[src/rtl/cam_reg_seq.sv]
// Camera register-table sequencer: walks an external {addr,data} LUT and issues SCCB writes,
// with NACK retry, millisecond delay entries and done/error reporting.
module cam_reg_seq #(
  parameter logic [7:0]        DEV_ADDR     = 8'hC0,
  parameter int                ADDR_W       = 16,
  parameter int                DATA_W       = 8,
  parameter int                NUM_REGS     = 126,
  parameter int                IDX_W        = 9,
  parameter int                MAX_RETRY    = 3,
  parameter logic [ADDR_W-1:0] DELAY_TAG    = {ADDR_W{1'b1}},
  parameter int                TICKS_PER_MS = 20
) (
  input  logic                       clk_20k,
  input  logic                       camera_rstn,
  input  logic                       cfg_req,
  output logic [IDX_W-1:0]           reg_index,
  input  logic [ADDR_W+DATA_W-1:0]   lut_data,
  output logic [8+ADDR_W+DATA_W-1:0] i2c_data,
  output logic                       i2c_start,
  input  logic                       i2c_tr_end,
  input  logic                       i2c_nack,
  output logic                       cfg_done,
  output logic                       cfg_err,
  output logic [IDX_W-1:0]           err_index
);

  localparam logic [2:0] S_LOAD     = 3'd0;
  localparam logic [2:0] S_ISSUE    = 3'd1;
  localparam logic [2:0] S_WAIT_END = 3'd2;
  localparam logic [2:0] S_GAP      = 3'd3;
  localparam logic [2:0] S_DELAY    = 3'd4;
  localparam logic [2:0] S_NEXT     = 3'd5;
  localparam logic [2:0] S_DONE     = 3'd6;
  localparam logic [2:0] S_FAIL     = 3'd7;

  localparam int RTY_W = (MAX_RETRY < 1) ? 1 : $clog2(MAX_RETRY + 1);
  // Sized so that the largest data value times TICKS_PER_MS still fits.
  localparam int DLY_W = DATA_W + $clog2(TICKS_PER_MS + 1);

  localparam logic [IDX_W-1:0] LAST_IDX = IDX_W'(NUM_REGS - 1);
  localparam logic [RTY_W-1:0] RTY_MAX  = RTY_W'(MAX_RETRY);
  localparam logic [DLY_W-1:0] TICKS    = DLY_W'(TICKS_PER_MS);

  logic [2:0]        state;
  logic              load_ph;
  logic [RTY_W-1:0]  retry_cnt;
  logic [DLY_W-1:0]  dly_cnt;

  logic [ADDR_W-1:0] lut_addr;
  logic [DATA_W-1:0] lut_val;
  logic              is_delay;
  logic [DLY_W-1:0]  dly_load;
  logic              last_entry;

  assign lut_addr   = lut_data[ADDR_W+DATA_W-1:DATA_W];
  assign lut_val    = lut_data[DATA_W-1:0];
  assign is_delay   = (lut_addr == DELAY_TAG);
  assign dly_load   = DLY_W'(lut_val) * TICKS;
  assign last_entry = (reg_index == LAST_IDX);

  // i2c_start is registered and raised on entry to ISSUE together with the data latch,
  // so the engine never sees a start with stale data and a retry gap is exactly GAP.
  always_ff @(posedge clk_20k or negedge camera_rstn) begin
    if (!camera_rstn) begin
      state     <= S_LOAD;
      load_ph   <= 1'b0;
      reg_index <= '0;
      retry_cnt <= '0;
      dly_cnt   <= '0;
      i2c_data  <= '0;
      i2c_start <= 1'b0;
      cfg_done  <= 1'b0;
      cfg_err   <= 1'b0;
      err_index <= '0;
    end else begin
      case (state)
        S_LOAD: begin
          if (!load_ph) begin
            load_ph <= 1'b1;
          end else begin
            load_ph <= 1'b0;
            if (is_delay) begin
              dly_cnt <= dly_load;
              state   <= S_DELAY;
            end else begin
              i2c_data  <= {DEV_ADDR, lut_data};
              i2c_start <= 1'b1;
              state     <= S_ISSUE;
            end
          end
        end

        S_ISSUE: begin
          state <= S_WAIT_END;
        end

        S_WAIT_END: begin
          if (i2c_tr_end) begin
            i2c_start <= 1'b0;
            if (!i2c_nack) begin
              state <= S_NEXT;
            end else if (retry_cnt < RTY_MAX) begin
              retry_cnt <= retry_cnt + RTY_W'(1);
              state     <= S_GAP;
            end else begin
              cfg_err   <= 1'b1;
              err_index <= reg_index;
              state     <= S_FAIL;
            end
          end
        end

        S_GAP: begin
          i2c_start <= 1'b1;
          state     <= S_ISSUE;
        end

        // Dwell for data*TICKS_PER_MS cycles; a zero delay still spends one cycle here.
        S_DELAY: begin
          if (dly_cnt <= DLY_W'(1)) begin
            dly_cnt <= '0;
            state   <= S_NEXT;
          end else begin
            dly_cnt <= dly_cnt - DLY_W'(1);
          end
        end

        S_NEXT: begin
          retry_cnt <= '0;
          if (last_entry) begin
            cfg_done <= 1'b1;
            state    <= S_DONE;
          end else begin
            reg_index <= reg_index + IDX_W'(1);
            state     <= S_LOAD;
          end
        end

        S_DONE: begin
          if (cfg_req) begin
            cfg_done  <= 1'b0;
            reg_index <= '0;
            retry_cnt <= '0;
            state     <= S_LOAD;
          end
        end

        S_FAIL: begin
          if (cfg_req) begin
            cfg_err   <= 1'b0;
            reg_index <= '0;
            retry_cnt <= '0;
            state     <= S_LOAD;
          end
        end

        default: begin
          state <= S_LOAD;
        end
      endcase
    end
  end

endmodule

[config.mk]
export PLATFORM = sky130hd
export DESIGN_NAME = cam_reg_seq
export DESIGN_NICKNAME = d
export VERILOG_FILES = /design/src/rtl/cam_reg_seq.sv
export SDC_FILE = /design/constraint.sdc
export NUM_CORES = 1
export LEC_CHECK = 0
export CELL_PAD_IN_SITES_DETAIL_PLACEMENT = 0
export CELL_PAD_IN_SITES_GLOBAL_PLACEMENT = 1
export CORE_MARGIN = 2
export CORE_UTILIZATION = 35
export DETAILED_ROUTE_END_ITERATION = 12
export PLACE_DENSITY_LB_ADDON = 0.1
export SLEW_MARGIN = 20
export SYNTH_ARGS = -nofsm -noshare
export SYNTH_HDL_FRONTEND = slang
export SYNTH_SLANG_ARGS = --single-unit
[constraint.sdc]
create_clock -name clk_20k -period 2.3 [get_ports clk_20k]
set_input_delay 0.46 -clock clk_20k [delete_from_list [all_inputs] [get_ports clk_20k]]
set_output_delay 0.46 -clock clk_20k [all_outputs]
set_load 0.01 [all_outputs]
; ---- After elaboration in Yosys (flattened, before gate mapping)
; Cells that the tools add are included.
[word_totals]
regBits = 65
inputBits = 29
output_inout_bits = 53
word_cells = 90
[classes]
n_addsub = 3
multipliers = 1
n_lt_le_gt_ge = 2
n_eq_ne = 22
muxes = 33
n_bitwise = 2
n_reduce_logical = 17
[ops]
columns = operator, n
row1 = 2-to-1 mux 13 bit, 3
row2 = case mux 13 bit (2 select lines), 1
row3 = 2-to-1 mux 3 bit, 8
row4 = != test 2 bit (second input constant), 12
row5 = case mux 3 bit (7 select lines), 1
row6 = 2-to-1 mux 9 bit, 2
row7 = case mux 9 bit (2 select lines), 1
row8 = == test 16 bit (second input constant), 1
row9 = <= comparator 13 x 1 -> 1 bit (second input constant), 1
row10 = subtractor 13 x 1 -> 13 bit (second input constant), 1
row11 = == test 3 bit (second input constant), 4
row12 = AND reduction 3 bit, 4
row13 = AND reduction 4 bit, 3
row14 = multiplier 8 x 3 -> 11 bit (second input constant), 1
row15 = AND reduction 5 bit, 2
row16 = adder 9 x 1 -> 9 bit (second input constant), 1
row17 = == test 9 x 7 -> 1 bit (second input constant), 1
row18 = 2-to-1 mux 1 bit, 9
row19 = 2-to-1 mux 2 bit, 4
row20 = nonzero test 2 bit, 4
row21 = == test 3 x 2 -> 1 bit (second input constant), 2
row22 = case mux 2 bit (3 select lines), 1
row23 = nonzero test 3 bit, 2
row24 = case mux 1 bit (2 select lines), 2
row25 = 8 further kinds, 9

; ---- Depth between registers and ports, before layout
; Gate-level depths: netlist (run 1).
[logic_depth]
depth_word = 5
mapped_depth = 9

; ---- Least setup slack after synthesis (run 1)
; OpenSTA, ideal clock, no wires.
[synth_timing]
kind = in2reg
from = input lut_data[1]
to = register dly_cnt[11]
setup_time_ns = 0.076
arrival_time_ns = 2.312
required_ns = 2.224
slack_ns = -0.088
cell_stages = 9
path_buffers = 0
cell_sequence = ha_1 > ha_1 > inv_1 > fa_1 > nor2b_1 > o31a_1 > or4b_2 > o211a_1 > o21ai_1
[synth_via]
elab_chain_len = 4
[synth_lines]
columns = element, line
row1 = "start, declared", 17  ; input logic [ADDR_W+DATA_W-1:0] lut_data,
row2 = multiplier 8 x 3 -> 11 bit, 58  ; assign dly_load = DLY_W'(lut_val) * TICKS;
row3 = 2-to-1 mux 13 bit, 82  ; if (is_delay) begin
row4 = 2-to-1 mux 13 bit, 78  ; if (!load_ph) begin
row5 = case mux 13 bit (2 select lines), 76  ; case (state)
row6 = "end signal, assigned", 83  ; dly_cnt <= dly_load;
row7 = "end signal, assigned", 124  ; dly_cnt <= dly_cnt - DLY_W'(1);
row8 = "end, declared", 47  ; logic [DLY_W-1:0] dly_cnt;
; Every way passes these cells. The select of a mux whose other input is x is not followed.
; A chain may end at the register's enable or synchronous reset.

; ---- Final worst setup path (run 1)
[layout_timing]
from = input lut_data[3]
to = register dly_cnt[11]
; Same word-level chain as after synthesis.

==> metrics.md, run 1 <==
| Metric | Value |
|---|---|
| Status | `completed` |
| Final hold violation count | `0` |
| GRT Residual Overflow | `0` |
| Finished Layout Cells | `approximately 580` |
| Vias per cell | `5.094` |
| Die X | `between 100 and 150 um` |
| Largest net degree at the start of global routing | `66` |
| Max-slew violations | `0` |
| Max-slew headroom | `63.79%` |
| CTS tree | `built` |
| Final core occ | `roughly half` |
| Worst reg2reg endpoint | `dly_cnt[12]` |
| Iteration count of the initial detailed-routing pass | `4` |
| Synth warn | `0` |
| First-pass GRT wire length | `roughly 15000 um` |
| Final setup violation count | `0` |
| RR Startpoint | `dly_cnt[7]` |
| Design Area, Final | `4961 um^2` |
| Height of the die | `roughly 110 um` |
| Starting Density | `between 30% and 40%` |
| Worst hold path class | `primary input to asynchronous set/reset pin` |
| CP endpoint kind | `flip-flop` |
| Fmax | `456.5 MHz` |
| Fraction of layout cells with a size suffix above 1 | `between 20 and 30%` |
| Area Growth Syn to Fin | `38.01%` |
| Worst Tran Pin Value | `roughly 0.54 ns` |
| Core footprint | `~9900 um^2` |
| CP Cell Sequence | `dlygate4sd2_1, ha_1, ha_2, inv_2, fa_2, nor2b_1, o31a_1, or4b_4, o211a_1, o21ai_2` |
| Die Footprint | `between 10000 and 15000 um^2` |
| GRT Overall Usage | `17.04%` |
| Vias | `approximately 3000` |
| Slowest-stage cell, CP | `or4b_4` |
| Post-synth EDFFs | `0` |
| Post-Route WL | `9155 um` |
| Pleak | `about 2.2 nW` |
| Most frequent cells after synthesis | `dfrtp_1, mux2_2, o21ai_0` |
| Setup crit start | `lut_data[3]` |
| Worst R2R Setup Slack | `0.21 ns` |
| Crit Path Max Fanout | `3` |
| Residual DRC | `0` |
| Detailed Route Iter0 Violations | `roughly 110` |
| Crit path launch type | `primary input` |
| Clock-pin slew on the worst setup and hold paths | `about 0.080 ns` |
| Top-area cell type share of the netlist area | `between 40% and 50%` |
| FP Rows | `36` |
| Post-Syn Instances | `333` |
| Crit path kind | `primary input to flip-flop` |
| Placed cells | `between 500 and 600` |
| Post-DP HPWL | `roughly 6800 um` |
| Final period util | `95.24%` |
| WL/cell | `around 16 um` |
| Clock root cell | `clkbuf_8` |
| Worst EP arrival | `2.47 ns` |
| Synth top area cells | `dfrtp_1, mux2_2, ha_1` |
| Depth of the worst register-to-register path | `5` |
| H-tree lvl count | `3` |
| Worst VDD drop | `about 0.00046 V` |
| Netlist Area Pre-Place | `between 3000 and 4000 um^2` |
| Worst EP required | `about 2.6 ns` |
| TritonCTS Buffers | `9` |
| Top-Level Pins | `slightly above 80` |
| Final nets | `492` |
| Antenna-violating nets left | `0` |
| Synthesized area per cell | `between 10 and 15 um^2` |
| Clock latency on the worst-skew pair | `about 0.34 ns` |
| Max Buffers Root-to-Sink | `2` |
| Crit-path max cell delay | `0.47 ns` |
| Max Cap Viol | `0` |
| Clock Skew | `0.01406 ns` |
| Pwr Density | `~1200 nW/um^2` |
| Synth area leader | `dfrtp_1` |
| Critical Path Sink | `dly_cnt[11]` |
| Count leader, synth | `dfrtp_1` |
| Clock Sinks | `65` |
| Initial antenna violation count | `0` |
| Sequential area share after synthesis | `between 40% and 50%` |
| IO buf count | `75` |
| Placer Congestion | `~0.85` |
| #FFs+latches synth | `65` |
| Top FF cell, synth | `dfrtp_1` |
| Fin crit period | `roughly 2.2 ns` |
| Cell variety after synth | `between 60 and 70` |
| Async S/R FF share, synth | `100.0%` |
| RSZ-0062 raised after global routing | `no` |
| Setup TNS | `0 ns` |
| Vias in the first global route | `2976` |
| Area after DPL | `around 4800 um^2` |
| ANT cells | `0` |
[kinds of logic after synthesis]
family          Yosys count  synth area share, %
buf+inv                  31                4.351
compound gates           78                15.35
xor+xnor                  6                1.462
other cells               1               0.1043
flops                    65                45.25
mux                      37                11.52
fa+ha+maj                18                6.474
simple gates             97                15.49
[final cells by class]
| type | count | area, um^2 |
|---|---|---|
| Clock buffer | 10 | 137.6 |
| Fill cell | 925 | 4903 |
| Clock inverter | 6 | 65.06 |
| Inverter | 11 | 41.29 |
| Multi-Input combinational cell | 242 | 1851 |
| Sequential cell | 65 | 1627 |
| Tap cell | 133 | 166.4 |
| Timing Repair Buffer | 116 | 1074 |
[registers in the layout, indices dropped and copies added, names as in the netlist]
signal     count
cfg_err        1
retry_cnt      2
state          3
cfg_done       1
reg_index      9
i2c_data      25
load_ph        1
dly_cnt       13
err_index      9
i2c_start      1
[critical path, delay by kind of cell]
family / cells / cell delay, ns
AO/OA/AOI/OAI: 3 / 0.48
AND/OR/NAND/NOR: 2 / 0.52
adder cells (fa/ha/maj): 3 / 0.67
buffers and inverters: 2 / 0.32
[routing by layer]
layer / track usage (%) / wire [um] / up-vias
met5: 0 / 0 / -
met2: 27.24 / 4316 / 61
met1: 22.42 / 4306 / 1436
met3: 3.711 / 332 / 13
met4: 6.762 / 199 / 0
li1: - / - / 1460
[layout by cell type, fill, tap and decap left out, types with 9 or more instances in the layout]
cell type	n
nand4_1	9
a21oi_1	10
nor2_1	19
dfrtp_1	65
clkbuf_8	10
mux2_2	35
buf_4	39
inv_1	10
nor3_1	9
ha_1	16
nand2_1	20
o21ai_0	21
clkdlybuf4s50_1	67
[worst min path at each step]
stage,slack (ns),depth (start not counted),startpoint,endpoint
floorplan,0.16,0,camera_rstn,cfg_done
global placement,0.47,1,i2c_data[30],i2c_data[30]
detailed placement,0.48,2,err_index[1],err_index[1]
CTS,0.13,2,camera_rstn,dly_cnt[9]
global route,0.12,2,camera_rstn,dly_cnt[9]
finish,0.10,2,camera_rstn,dly_cnt[9]
[report_power, final]
| group | internal, W | total [W] | switching, W | leakage [nW] |
|---|---|---|---|---|
| Combinational | 0.00158 | 0.00289 | 0.00131 | 1.31 |
| Clock | 0.000532 | 0.00100 | 0.000473 | 0.103 |
| Sequential | 0.00163 | 0.00202 | 0.000381 | 0.789 |
| Total | 0.00375 | 0.00591 | 0.00216 | 2.20 |
[stage by stage]
step / hold slack [ns] / power (W) / worst slack [ns]
global route: 0.1217 / 0.006374 / 0.0007820
CTS: 0.1292 / 0.005984 / 0.02851
detailed placement: 0.4822 / 0.004957 / -0.5661
finish: 0.1019 / 0.005912 / 0.1095
global placement: 0.4742 / 0.004931 / -0.5146
floorplan: 0.1644 / 0.003596 / 0.02594
[timing repair]
| item | CTS | global route |
|---|---|---|
| hold buffers | 0 | 0 |
| resized for setup | 6 | 4 |
| pin swaps | 0 | 5 |
| setup buffers | 0 | 0 |
| endpoints found under the setup margin | 4 | 5 |
| cloned | 0 | 0 |
No activity file was read; power rests on OpenSTA's default activity.
==> inputs of run 2 (changes only) <==
CAP_MARGIN = 20   (was unset)
==> results of run 2 <==
No change in the layout: final DEF, timing and power equal those of run 1.
==> inputs of run 3 (changes only) <==
PLACE_DENSITY = 0.83   (was unset)
PLACE_DENSITY_LB_ADDON = unset   (was 0.1)
clock period = 2.4 ns   (was 2.3 ns; I/O delays follow)
==> run 3 against run 2 <==
  * Power down 5.8%
  * Worst hold slack got worse by 0.043 ns
  * Cell area down 1.6%
  * Register-to-register slack improved by 0.02 ns
  * Clock skew shrank 0.0057 ns
  * Critical path type unchanged
  * Critical endpoint unchanged
==> metrics.md, run 3 (same netlist as run 1, synthesis figures left out) <==
| Metric | Value |
|---|---|
| Die X | `105.3 um` |
| Clock root cell | `clkbuf_8` |
| Final hold violation count | `0` |
| Fmax | `~430 MHz` |
| Crit path launch type | `primary input` |
| Hold Buf Count CTS | `0` |
| Height of the die | `between 100 and 150 um` |
| CP endpoint kind | `flip-flop` |
| Max-slew violations | `0` |
| TritonCTS Buffers | `9` |
| GRT Residual Overflow | `0` |
| Residual DRC | `0` |
| Initial antenna violation count | `0` |
| Top-Level Pins | `slightly above 80` |
| Status | `completed` |
| H-tree lvl count | `3` |
| Final period util | `roughly 96%` |
| WL/cell | `~16 um` |
| Fraction of layout cells with a size suffix above 1 | `roughly 23%` |
| Worst Tran Pin Value | `0.5605 ns` |
| Worst VDD drop | `0.0005686 V` |
| Final setup violation count | `0` |
| DP Worst Slack | `-0.5362 ns` |
| Max-slew headroom | `between 60% and 70%` |
| RSZ-0062 raised after global routing | `no` |
| Vias per cell | `5.243` |
| Crit Path Max Fanout | `3` |
| Final nets | `~480` |
| Core footprint | `9864 um^2` |
| Max Cap Viol | `0` |
| Detailed Route Iter0 Violations | `87` |
| Worst EP required | `roughly 2.7 ns` |
| GRT Overall Usage | `between 15 and 20%` |
| Clock latency on the worst-skew pair | `between 0.3 and 0.4 ns` |
| Clock-pin slew on the worst setup and hold paths | `0.07 ns` |
| Setup TNS | `0 ns` |
| Pleak | `~2.1 nW` |
| Largest Register | `i2c_data` |
| Clock Skew | `approximately 0.0083 ns` |
| Vias in the first global route | `3150` |
| Iteration count of the initial detailed-routing pass | `4` |
| Area Growth Syn to Fin | `35.78%` |
| First-pass GRT wire length | `between 15000 and 20000 um` |
| Post-Route WL | `~9000 um` |
| Largest regs | `i2c_data: 25 flops, dly_cnt: 13 flops` |
| Final WS setup | `between 0.08 and 0.09 ns` |
| Antenna-violating nets left | `0` |
| Largest net degree at the start of global routing | `50` |
| Clock Sinks | `between 60 and 70` |
| Die Footprint | `roughly 11000 um^2` |
| FP Rows | `36` |
| Vias | `roughly 3000` |
| Max reg flops | `25` |
| Commonest cells after routing, fill and taps aside | `clkdlybuf4s50_1, dfrtp_1, mux2_2` |
| Starting Density | `a little over a third` |
| Placer Congestion | `0.7994` |
| CTS tree | `built` |
| Worst EP arrival | `about 2.6 ns` |
| Max Buffers Root-to-Sink | `2` |
| IO buf count | `75` |
| ANT cells | `0` |
| Commonest non-fill, non-tap cell in the layout | `clkdlybuf4s50_1` |
| Worst hold path class | `primary input to asynchronous set/reset pin` |
| Fin crit period | `~2.3 ns` |
| Post-DP HPWL | `6612 um` |
| Crit path kind | `primary input to flip-flop` |
| Pwr Density | `around 1100 nW/um^2` |
| Postcts setup bufs | `0` |
## run 3: cell count changes in the layout (fill, tap and decap cells not counted), moves of 2 or more
| cell | change |
|---|---|
| ha_1 | -2 |
| a21oi_1 | +2 |
| clkbuf_1 | +2 |
| buf_4 | -11 |
| ha_4 | +3 |
| a21oi_2 | -2 |
## run 3: critical path, stage by stage
cell	delay (ns)
dlygate4sd2_1	0.28
ha_1	0.30
ha_1	0.30
nor2b_1	0.14
o31a_1	0.25
or4b_2	0.60
o211a_1	0.13
o21ai_1	0.11
## run 3: stage by stage
| stage | hold WS, ns | utilization (%) | cell area (um^2) | power [W] | std cells |
|---|---|---|---|---|---|
| floorplan | 0.1844 | - | 3618 | 0.003444 | 338 |
| global placement | 0.4361 | 47.30 | 4666 | 0.004616 | 556 |
| detailed placement | 0.4400 | 47.30 | 4666 | 0.004676 | 556 |
| CTS | 0.06520 | 49.12 | 4846 | 0.005609 | 572 |
| global route | 0.06782 | 49.48 | 4881 | 0.005982 | 572 |
| finish | 0.05933 | 49.48 | 4881 | 0.005567 | 572 |
## run 3: what timing repair did
item	in CTS	in global routing
pin swaps	1	3
endpoints found under the setup margin	1	1
cloned	0	0
resized for setup	6	3
## run 3: layer usage
metal  share of wire [%]  vias up  track usage, %
met1                  43     1474           20.77
met4                 1.6        0           4.667
met3                 5.4       17           5.690
met2                  50       77           28.71
li1                    -     1431               -
met5                   0        -               0
## run 3: area by class of cell
class                   count  area [um^2]
well taps                 133        166.4
repair buffers            105        988.4
flip-flops and latches     65         1627
clock buffers              11        131.4
multi-input cells         242         1871
fillers                   892         4984
clock inverters             5        56.30
inverters                  11        41.29
## run 3: final timing paths
check | from | to | slack [ns] | cells after the start
hold reg to reg | err_index[1] | err_index[1] | 0.49 | 2
max in group asynchronous | camera_rstn | dly_cnt[9] | 1.73 | 2
min in group clk_20k | err_index[1] | err_index[1] | 0.49 | 2
hold / removal | camera_rstn | i2c_data[3] | 0.06 | 1
setup / recovery | lut_data[3] | dly_cnt[11] | 0.09 | 8
setup reg to reg | dly_cnt[7] | dly_cnt[2] | 0.23 | 6
## run 3: power by group
| group | switching, W | internal (W) |
|---|---|---|
| clock | 0.000429 | 0.000478 |
| sequential | 0.000419 | 0.00157 |
| combinational | 0.00120 | 0.00147 |
| total | 0.00205 | 0.00352 |
